File: src/rtl/drag_tree_ctrl.sv
// Multi-lane drag race light tree: staging, sportsman/pro amber countdown, fouls and winner pick.
// Define DRAG_REACTION_TIMER_EN to build the per-lane reaction-time counters on ReactTime.
module drag_tree_ctrl #(
  parameter int LANES       = 2,
  parameter int AMBERS      = 3,
  parameter int TICK_DIV    = 5000000,
  parameter int STAGE_TICKS = 5,
  parameter int AMBER_TICKS = 5,
  parameter int PRO_TICKS   = 4,
  parameter int RT_W        = 16
) (
  input  logic                    Clock,
  input  logic                    Rst,
  input  logic                    Mode,
  input  logic [LANES-1:0]        PSB,
  input  logic [LANES-1:0]        SB,
  output logic [LANES-1:0]        PSL,
  output logic [LANES-1:0]        SL,
  output logic [LANES*AMBERS-1:0] Amber,
  output logic [LANES-1:0]        G,
  output logic [LANES-1:0]        R,
  output logic [LANES-1:0]        Winner,
  output logic                    RaceDone,
  output logic [LANES*RT_W-1:0]   ReactTime
);

  localparam int MAX_AP = (AMBER_TICKS > PRO_TICKS) ? AMBER_TICKS : PRO_TICKS;
  localparam int MAXT   = (STAGE_TICKS > MAX_AP) ? STAGE_TICKS : MAX_AP;
  localparam int CNT_W  = $clog2(MAXT + 1);
  localparam int PRE_W  = $clog2(TICK_DIV + 1);
  localparam int AMB_W  = $clog2(AMBERS + 1);

  localparam logic [CNT_W-1:0] STAGE_LAST = CNT_W'(STAGE_TICKS - 1);
  localparam logic [CNT_W-1:0] AMBER_LAST = CNT_W'(AMBER_TICKS - 1);
  localparam logic [CNT_W-1:0] PRO_LAST   = CNT_W'(PRO_TICKS - 1);
  localparam logic [AMB_W-1:0] AMB_LAST   = AMB_W'(AMBERS - 1);
  localparam logic [PRE_W-1:0] PRE_LAST   = PRE_W'(TICK_DIV - 1);

  typedef enum logic [2:0] {S_IDLE, S_STAGING, S_COUNTDOWN, S_GO, S_DONE} state_t;

  state_t                   state_q, state_d;
  logic [LANES-1:0]         psb_meta_q, psb_sync_q, sb_meta_q, sb_sync_q, sb_prev_q;
  logic [PRE_W-1:0]         pre_q, pre_d;
  logic [CNT_W-1:0]         cnt_q, cnt_d;
  logic [AMB_W-1:0]         amb_q, amb_d;
  logic                     mode_q, mode_d;
  logic [LANES-1:0]         foul_q, foul_d, launched_q, launched_d, winner_q, winner_d;
  logic [LANES-1:0]         psl_q, psl_d, sl_q, sl_d, g_q, g_d, r_q, r_d;
  logic [LANES*AMBERS-1:0]  amber_q, amber_d;
  logic                     done_q, done_d;

  logic                     tick, amb_step;
  logic [LANES-1:0]         fall, launch_now, win_pick;
  logic [CNT_W-1:0]         phase_last;

  assign tick       = (pre_q == PRE_LAST);
  assign fall       = sb_prev_q & ~sb_sync_q;
  assign launch_now = (state_q == S_GO) ? (fall & ~foul_q & ~launched_q) : '0;
  // Isolate the lowest set bit so a same-cycle tie goes to the lowest lane.
  assign win_pick   = launch_now & (~launch_now + LANES'(1));
  assign phase_last = mode_q ? PRO_LAST : AMBER_LAST;

  always_ff @(posedge Clock or posedge Rst) begin
    if (Rst) begin
      psb_meta_q <= '0;
      psb_sync_q <= '0;
      sb_meta_q  <= '0;
      sb_sync_q  <= '0;
      sb_prev_q  <= '0;
      state_q    <= S_IDLE;
      pre_q      <= '0;
      cnt_q      <= '0;
      amb_q      <= '0;
      mode_q     <= 1'b0;
      foul_q     <= '0;
      launched_q <= '0;
      winner_q   <= '0;
      psl_q      <= '0;
      sl_q       <= '0;
      amber_q    <= '0;
      g_q        <= '0;
      r_q        <= '0;
      done_q     <= 1'b0;
    end else begin
      psb_meta_q <= PSB;
      psb_sync_q <= psb_meta_q;
      sb_meta_q  <= SB;
      sb_sync_q  <= sb_meta_q;
      sb_prev_q  <= sb_sync_q;
      state_q    <= state_d;
      pre_q      <= pre_d;
      cnt_q      <= cnt_d;
      amb_q      <= amb_d;
      mode_q     <= mode_d;
      foul_q     <= foul_d;
      launched_q <= launched_d;
      winner_q   <= winner_d;
      psl_q      <= psl_d;
      sl_q       <= sl_d;
      amber_q    <= amber_d;
      g_q        <= g_d;
      r_q        <= r_d;
      done_q     <= done_d;
    end
  end

  always_comb begin
    state_d    = state_q;
    cnt_d      = cnt_q;
    amb_d      = amb_q;
    mode_d     = mode_q;
    foul_d     = foul_q;
    launched_d = launched_q;
    winner_d   = winner_q;
    amb_step   = 1'b0;
    case (state_q)
      S_IDLE: begin
        if (&sb_sync_q) begin
          state_d = S_STAGING;
          mode_d  = Mode;
          cnt_d   = '0;
        end
      end
      S_STAGING: begin
        if (!(&sb_sync_q)) begin
          state_d = S_IDLE;
        end else if (tick) begin
          if (cnt_q == STAGE_LAST) begin
            state_d = S_COUNTDOWN;
            cnt_d   = '0;
            amb_d   = '0;
          end else begin
            cnt_d = cnt_q + CNT_W'(1);
          end
        end
      end
      S_COUNTDOWN: begin
        foul_d = foul_q | fall;
        if (&foul_d) begin
          state_d = S_DONE;
        end else if (tick) begin
          if (cnt_q == phase_last) begin
            cnt_d = '0;
            if (mode_q || amb_q == AMB_LAST) begin
              state_d = S_GO;
            end else begin
              amb_d    = amb_q + AMB_W'(1);
              amb_step = 1'b1;
            end
          end else begin
            cnt_d = cnt_q + CNT_W'(1);
          end
        end
      end
      S_GO: begin
        launched_d = launched_q | launch_now;
        if (winner_q == '0 && launch_now != '0) winner_d = win_pick;
        if (&(launched_d | foul_q)) state_d = S_DONE;
      end
      S_DONE: begin
        if (psb_sync_q == '0 && sb_sync_q == '0) begin
          state_d    = S_IDLE;
          foul_d     = '0;
          launched_d = '0;
          winner_d   = '0;
        end
      end
      default: state_d = S_IDLE;
    endcase
    pre_d = (state_d != state_q || amb_step || tick) ? '0 : pre_q + PRE_W'(1);
  end

  // Lights are registered from the current state, so they follow a transition by one cycle.
  always_comb begin
    psl_d   = '0;
    sl_d    = '0;
    amber_d = '0;
    g_d     = '0;
    r_d     = foul_d;
    done_d  = (state_q == S_DONE) && (state_d == S_DONE);
    if (state_q inside {S_IDLE, S_STAGING, S_COUNTDOWN}) begin
      psl_d = psb_sync_q;
      sl_d  = sb_sync_q;
    end
    if (state_q == S_COUNTDOWN) begin
      for (int l = 0; l < LANES; l++) begin
        for (int k = 0; k < AMBERS; k++) begin
          amber_d[l*AMBERS+k] = !foul_d[l] && (mode_q || amb_q == AMB_W'(k));
        end
      end
    end
    if (state_q == S_GO) g_d = ~foul_d & ~launched_d;
  end

  assign PSL      = psl_q;
  assign SL       = sl_q;
  assign Amber    = amber_q;
  assign G        = g_q;
  assign R        = r_q;
  assign Winner   = winner_q;
  assign RaceDone = done_q;

`ifdef DRAG_REACTION_TIMER_EN
  generate
    for (genvar gi = 0; gi < LANES; gi++) begin : g_rt
      logic [RT_W-1:0] rt_q, rt_d;

      always_comb begin
        rt_d = rt_q;
        if (state_q == S_DONE && state_d == S_IDLE) begin
          rt_d = '0;
        end else if (foul_d[gi]) begin
          rt_d = '1;
        end else if (state_q == S_GO && tick && !launched_d[gi] && rt_q != '1) begin
          rt_d = rt_q + RT_W'(1);
        end
      end

      always_ff @(posedge Clock or posedge Rst) begin
        if (Rst) rt_q <= '0;
        else     rt_q <= rt_d;
      end

      assign ReactTime[gi*RT_W +: RT_W] = rt_q;
    end
  endgenerate
`else
  assign ReactTime = '0;
`endif

endmodule

File: config.mk
export PLATFORM = sky130hd
export DESIGN_NAME = drag_tree_ctrl
export DESIGN_NICKNAME = d
export VERILOG_FILES = /design/src/rtl/drag_tree_ctrl.sv
export SDC_FILE = /design/constraint.sdc
export NUM_CORES = 1
export LEC_CHECK = 0
export ABC_CLOCK_PERIOD_IN_PS = 2050
export BUFFER_PORTS_ARGS = -buffer_cell sky130_fd_sc_hd__buf_2
export CORE_AREA = 2 2 97 99
export CTS_CLUSTER_SIZE = 20
export DETAILED_ROUTE_END_ITERATION = 8
export DIE_AREA = 0 0 99 101
export GPL_ROUTABILITY_DRIVEN = 1
export PLACE_DENSITY = 0.63
export SLEW_MARGIN = 5
export SYNTH_ARGS = -nofsm -noshare
export SYNTH_HDL_FRONTEND = slang
export SYNTH_SLANG_ARGS = --single-unit
export TNS_END_PERCENT = 1
File: constraint.sdc
create_clock -name Clock -period 2.05 [get_ports Clock]
set_clock_uncertainty 0.1 [all_clocks]
set_input_delay 0.1025 -clock Clock [delete_from_list [all_inputs] [get_ports Clock]]
set_output_delay 0.1025 -clock Clock [all_outputs]
set_load 0.01 [all_outputs]
==> metrics.cfg, run 1 <==
[timing]
rsz0062_at_grt=yes
finalCriticalPeriod_ns=2.02
fmax_ghz=0.496
relSlewSlack_pct=55.6
finalCritPeriodShare_pct=98.4
tightest_slew_ns=0.665
setup_tns_ns=0
setup_viol=0
maxSlewViolCount=0
hold_viol_final=0

[detailed_routing]
dr.first_iter.drc_count=68
via_per_inst=4.75
vias=2328
ant_nets=0
detail_route.wl_per_cell_um=12.3
drcViolationCount=0
drt-total-wl_um=6050
firstDrtPassIters=4

[clock_tree]
ctsRootBufferMaster=clkbuf_8
cts_tree=done
htreeDepth=3
cts.path.max_buffers=2
clkTransAtPathRegs_ns=0.07
clk_latency_ns=0.34
cts_sinks=61
cts_buffers=9

[global_route]
grt_usage_pct=12.5
grt_pass1_vias=2240
grt_overflow_total=0
grt_first_pass_wirelength_um=10100
antenna_found_initial=0
grt_max_degree=32

[final_layout]
drive_above_1_share_pct=24.3
layout.nets=387
most-common-layout-cells=dfrtp_1 (61), buf_4 (34), conb_1 (32)
final_cell_count_no_fill=490
insertedDiodeCount=0
layout_commonest_cell=dfrtp_1
fin_area_sq_um=3870
area_growth_pct=25.4

[worst_setup_path]
critPathLaunchType=register
crit_end=pre_q[17]
rr_worst_depth=7
r2r_setup_slack_ns=0.03
end_kind=register
critPathKind=register to register
crit_arrival_ns=2.14
r2r_start=pre_q[6]
worst-path-max-fanout=23
r2r_end=pre_q[17]
cp.required_ns=2.17
cp-startpoint=pre_q[6]

[placement]
gp_congestion=0.836
place_area_sq_um=3500
placedCellCount=466
hpwl_um=4230
io_buffer_count=23

[status]
outcome=finished, final reports clean

[synth]
synthTopCellsByArea=dfrtp_1 (49%), buf_4 (7.8%), nor3_1 (5.2%)
syn_area_per_cell_sq_um=10.2
ys_seq_elements=61
yosysUniqueCellTypes=49
synth_top_cell_area_share_pct=49.4
synth_area_sq_um=3090
synth_flop_cell=dfrtp_1
synth-async-reset-ratio_pct=100
yosysTopAreaCell=dfrtp_1
syn_inst=304
synth_edf_count=0
yosysSeqAreaShare_pct=49.4
ys_warn_count=0

[power]
power_mw=2.83
leakage_nw=1.79
ir_worst_vdd_uv=403
powerDensity_nw_per_um2=732

[floorplanning]
dieArea_sq_um=10000
core_area_sq_um=8980
io_pins=56
dieWidth_um=99
fp-row-count=35
initial_core_util_pct=34.4
die_y_um=101

[hold_path]
hold_path_class=register to register

[flow_run]
max_cap_violations=0

==> per-layer routing <==
metal / part of all wire, % / global-route usage [%] / wire length, um / vias to the layer above
met1: 45 / 15.0 / 2740 / 1138
li1: - / - / - / 1146
met5: 0 / 0 / 0 / -
met4: 0.78 / 2.42 / 47 / 0
met2: 50 / 21.7 / 3030 / 37
met3: 3.9 / 4.44 / 234 / 7
==> worst min-delay path by stage <==
stage                       start            end  cells after the start
finish              psb_meta_q[1]  psb_sync_q[1]                      0
global route         sb_meta_q[1]   sb_sync_q[1]                      0
CTS                  sb_meta_q[1]   sb_sync_q[1]                      0
detailed placement         PSB[0]  psb_meta_q[0]                      1
global placement           PSB[0]  psb_meta_q[0]                      1
floorplan                  PSB[0]  psb_meta_q[0]                      0
==> flip-flops by register name (all words and copies together) (netlist names) <==
signal      count
amb_q           2
psb_meta_q      2
state_q         3
Amber           6
G               2
SL              2
sb_prev_q       2
RaceDone        1
cnt_q           3
R               2
mode_q          1
PSL             2
psb_sync_q      2
sb_meta_q       2
Winner          2
launched_q      2
sb_sync_q       2
pre_q          23
==> cell usage after synthesis, types with 5 or more instances <==
master,number
inv_1,9
a21oi_1,5
and2_1,6
xnor2_1,10
nand2_1,15
nand3_1,10
nor3_1,32
nor2_1,26
nand4_1,5
buf_4,32
ha_1,6
o21ai_0,6
dfrtp_1,61
nor4_1,9
nand2b_1,7
xor2_1,11
==> layout make-up <==
cell class | instances | area (sq um)
clock buffers | 10 | 128
flip-flops and latches | 61 | 1530
clock inverters | 6 | 111
multi-input cells | 226 | 1440
repair buffers | 67 | 502
fillers | 866 | 5100
well taps | 111 | 139
inverters | 9 | 33.8
==> repair_timing <==
action,in CTS,in global routing
resized for setup,4,8
pin swaps,4,4
endpoints found under the setup margin,1,27
hold buffers,6,0
setup buffers,2,0
endpoints found under the hold margin,35,0
==> logic make-up (layout without fill, tap and decap cells) <==
group	Yosys count	count (layout)	synth area share, %
mux	3	3	1.09
simple gates	132	132	23.3
xor+xnor	21	21	5.95
flops	61	61	49.4
fa+ha+maj	6	6	2.43
other cells	1	32	0.121
compound gates	32	32	7.82
buf+inv	48	92	9.84
==> power breakdown <==
| group | internal [mW] | leakage, nW | total [mW] | switching [mW] |
|---|---|---|---|---|
| Sequential | 1.25 | 0.813 | 1.29 | 0.0373 |
| Combinational | 0.111 | 0.862 | 0.255 | 0.144 |
| Clock | 0.808 | 0.116 | 1.29 | 0.485 |
==> through the flow <==
step,setup WS [ns],util (%),hold slack (ns)
final,0.0323,43.2,0.253
after detailed placement,-0.0616,39.0,0.112
after global routing,-0.0730,43.2,0.266
after floorplan,0.0158,-,0.0339
after global placement,-0.00925,39.0,0.112
after CTS,-0.0173,42.7,0.256
==> critical path, stage by stage, from the launching register on <==
cell	delay [ns]
dfrtp_1	0.39
nor4b_2	0.31
nand4_2	0.18
buf_6	0.15
or3_4	0.34
a21oi_4	0.18
buf_12	0.18
nor3_1	0.07
(Power assumes the default switching activity.)
==> run 2: changes to the inputs <==
- ABC_CLOCK_PERIOD_IN_PS: 2050 -> unset
- CTS_BUF_LIST: unset -> sky130_fd_sc_hd__clkbuf_2
==> run 2 against run 1 <==
Against the previous run: power down 11%; sequential share of layout area up 0.73 points; fmax down 0.69%; utilization down 0.78 points; routed wire length down 1.1%; clock-buffer cell count unchanged; via count up 0.69%; die area unchanged.
==> metrics.cfg, run 2 (same netlist as run 1, synthesis figures left out) <==
[status]
outcome=finished, final reports clean

[worst_setup_path]
critPathLaunchType=register
critPathKind=register to register
cp.required_ns=2.33  ; +0.16 ns
end_kind=register
crit_arrival_ns=2.31  ; +0.17 ns
r2r_start=pre_q[17]
rr_worst_depth=7  ; unchanged
cp_slowest_cell=dfrtp_1
worstPathCellList=nor4b_4, nand4_2, buf_6, or3_4, a21oi_4, buf_12, nor3_1
max_stage_delay_ns=0.44  ; +0.05 ns
r2r_end=pre_q[13]
r2r_setup_slack_ns=0.02  ; about the same
worst-path-max-fanout=23  ; unchanged

[hold_path]
hold_path_class=input port to async pin

[timing]
finalCriticalPeriod_ns=2.03  ; +0.0140 ns
timing.final.ws_setup_ns=0.0183  ; -0.0140 ns
hold_viol_final=0  ; unchanged
relSlewSlack_pct=55.9  ; +0.32 points
rsz0062_at_grt=yes
fmax_ghz=0.492  ; -0.69%
finalCritPeriodShare_pct=99.1  ; +0.68 points
tightest_slew_ns=0.660  ; -0.00482 ns
maxSlewViolCount=0  ; unchanged
setup_viol=0  ; unchanged

[final_layout]
largest_reg_flops=23  ; unchanged
fin_area_sq_um=3800  ; -1.8%
layout_commonest_cell=dfrtp_1
final_cell_count_no_fill=491  ; +0.20%
area_growth_pct=23.2
most-common-layout-cells=dfrtp_1 (61), buf_4 (35), conb_1 (32)
largest_register=pre_q
drive_above_1_share_pct=24.7  ; +0.46 points
layout.nets=388  ; +0.26%
insertedDiodeCount=0  ; unchanged

[placement]
gp_congestion=0.836  ; unchanged
io_buffer_count=23  ; unchanged
placedCellCount=466  ; unchanged
hpwl_um=4230  ; unchanged
pre_cts_ws_ns=-0.0616  ; unchanged
place_area_sq_um=3500  ; unchanged

[clock_tree]
clk_latency_ns=0.49  ; +0.15 ns
cts_sinks=61  ; unchanged
clkTransAtPathRegs_ns=0.17  ; +0.10 ns
ctsRootBufferMaster=clkbuf_2
cts_tree=done
htreeDepth=3  ; unchanged
cts.path.max_buffers=2  ; unchanged
cts_buffers=9  ; unchanged

[global_route]
grt_max_degree=32  ; unchanged
grt_usage_pct=12.5  ; +0.015 points
use_met1_pct=15.1  ; +0.13 points
busiest_layer=met2
grt_pass1_vias=2210  ; -1.3%
use_met3_pct=4.02  ; -0.42 points
grt_overflow_total=0  ; unchanged
grt_util_met2_pct=21.3  ; -0.42 points
antenna_found_initial=0  ; unchanged
grt_first_pass_wirelength_um=10100  ; -0.41%

[detailed_routing]
drt-total-wl_um=5980  ; -1.1%
via_per_inst=4.77  ; +0.48%
dr.first_iter.drc_count=64  ; -5.9%
ant_nets=0  ; unchanged
vias=2344  ; +0.69%
firstDrtPassIters=4  ; unchanged
drcViolationCount=0  ; unchanged
detail_route.wl_per_cell_um=12.2  ; -1.3%

[floorplanning]
dieArea_sq_um=10000  ; unchanged
die_y_um=101  ; unchanged
fp-row-count=35  ; unchanged
core_area_sq_um=8980  ; unchanged
initial_core_util_pct=34.4  ; unchanged
io_pins=56  ; unchanged
dieWidth_um=99  ; unchanged

[power]
leakage_nw=1.77  ; -1.1%
powerDensity_nw_per_um2=664  ; -9.2%
ir_worst_vdd_uv=459  ; +14%
power_mw=2.53  ; -11%

[flow_run]
max_cap_violations=0  ; unchanged

## run 2: cell count changes in the layout (fill, tap and decap cells not counted), sizes merged
cell  delta
buf      +1
## run 2: repair_timing
item	4_1_cts	5_1_grt
resized for setup	4	8
hold buffers	6	0
endpoints found under the hold margin	35	0
endpoints found under the setup margin	1	27
pin swaps	4	3
setup buffers	3	0
gates cloned	0	0
## run 2: cell type report
class | instances | area (sq um)
Timing Repair Buffer | 68 | 509
Inverter | 9 | 33.8
Sequential cell | 61 | 1530
Fill cell | 870 | 5170
Multi-Input combinational cell | 226 | 1440
Clock buffer | 10 | 50.0
Clock inverter | 6 | 111
Tap cell | 111 | 139
## run 2: metal layers
layer  share of wire, %  vias to the layer above  wire length [um]
li1                   -                     1151                 -
met1                 44                     1133              2630
met2                 51                       52              3020
met3                4.3                        8               256
met4                1.1                        0                67
met5                  0                        -                 0
## run 2: report_power, final
group          internal (mW)  leakage (nW)  switching [mW]
registers               1.25         0.813          0.0373
logic                  0.111         0.867           0.144
clock network          0.531        0.0921           0.455
total                   1.89          1.77           0.637
## run 2: how the worst max path moves through the flow
stage / start / endpoint / slack (ns) / cells after the start
global placement: pre_q[17] / amb_q[0] / -0.009 / 5
detailed placement: pre_q[17] / amb_q[0] / -0.06 / 5
finish: pre_q[17] / pre_q[13] / 0.02 / 7
floorplan: pre_q[0] / amb_q[0] / 0.02 / 6
global route: pre_q[7] / pre_q[17] / -0.10 / 7
CTS: pre_q[13] / amb_q[0] / -0.009 / 5
## run 2: metrics by stage
step	hold slack, ns	utilization (%)	setup TNS (ns)
6_report	0.138	42.4	0
2_1_floorplan	0.0339	-	0
3_3_place_gp	0.112	39.0	-0.00925
4_1_cts	0.114	41.9	-0.00904
3_5_place_dp	0.112	39.0	-0.0616
5_1_grt	0.0840	42.4	-1.93
## run 2: critical path, delay by kind of cell, from the launching register on
family / cells / cell delay (ns)
compound gates: 1 / 0.18
buf+inv: 2 / 0.33
flops: 1 / 0.44
simple gates: 4 / 0.87
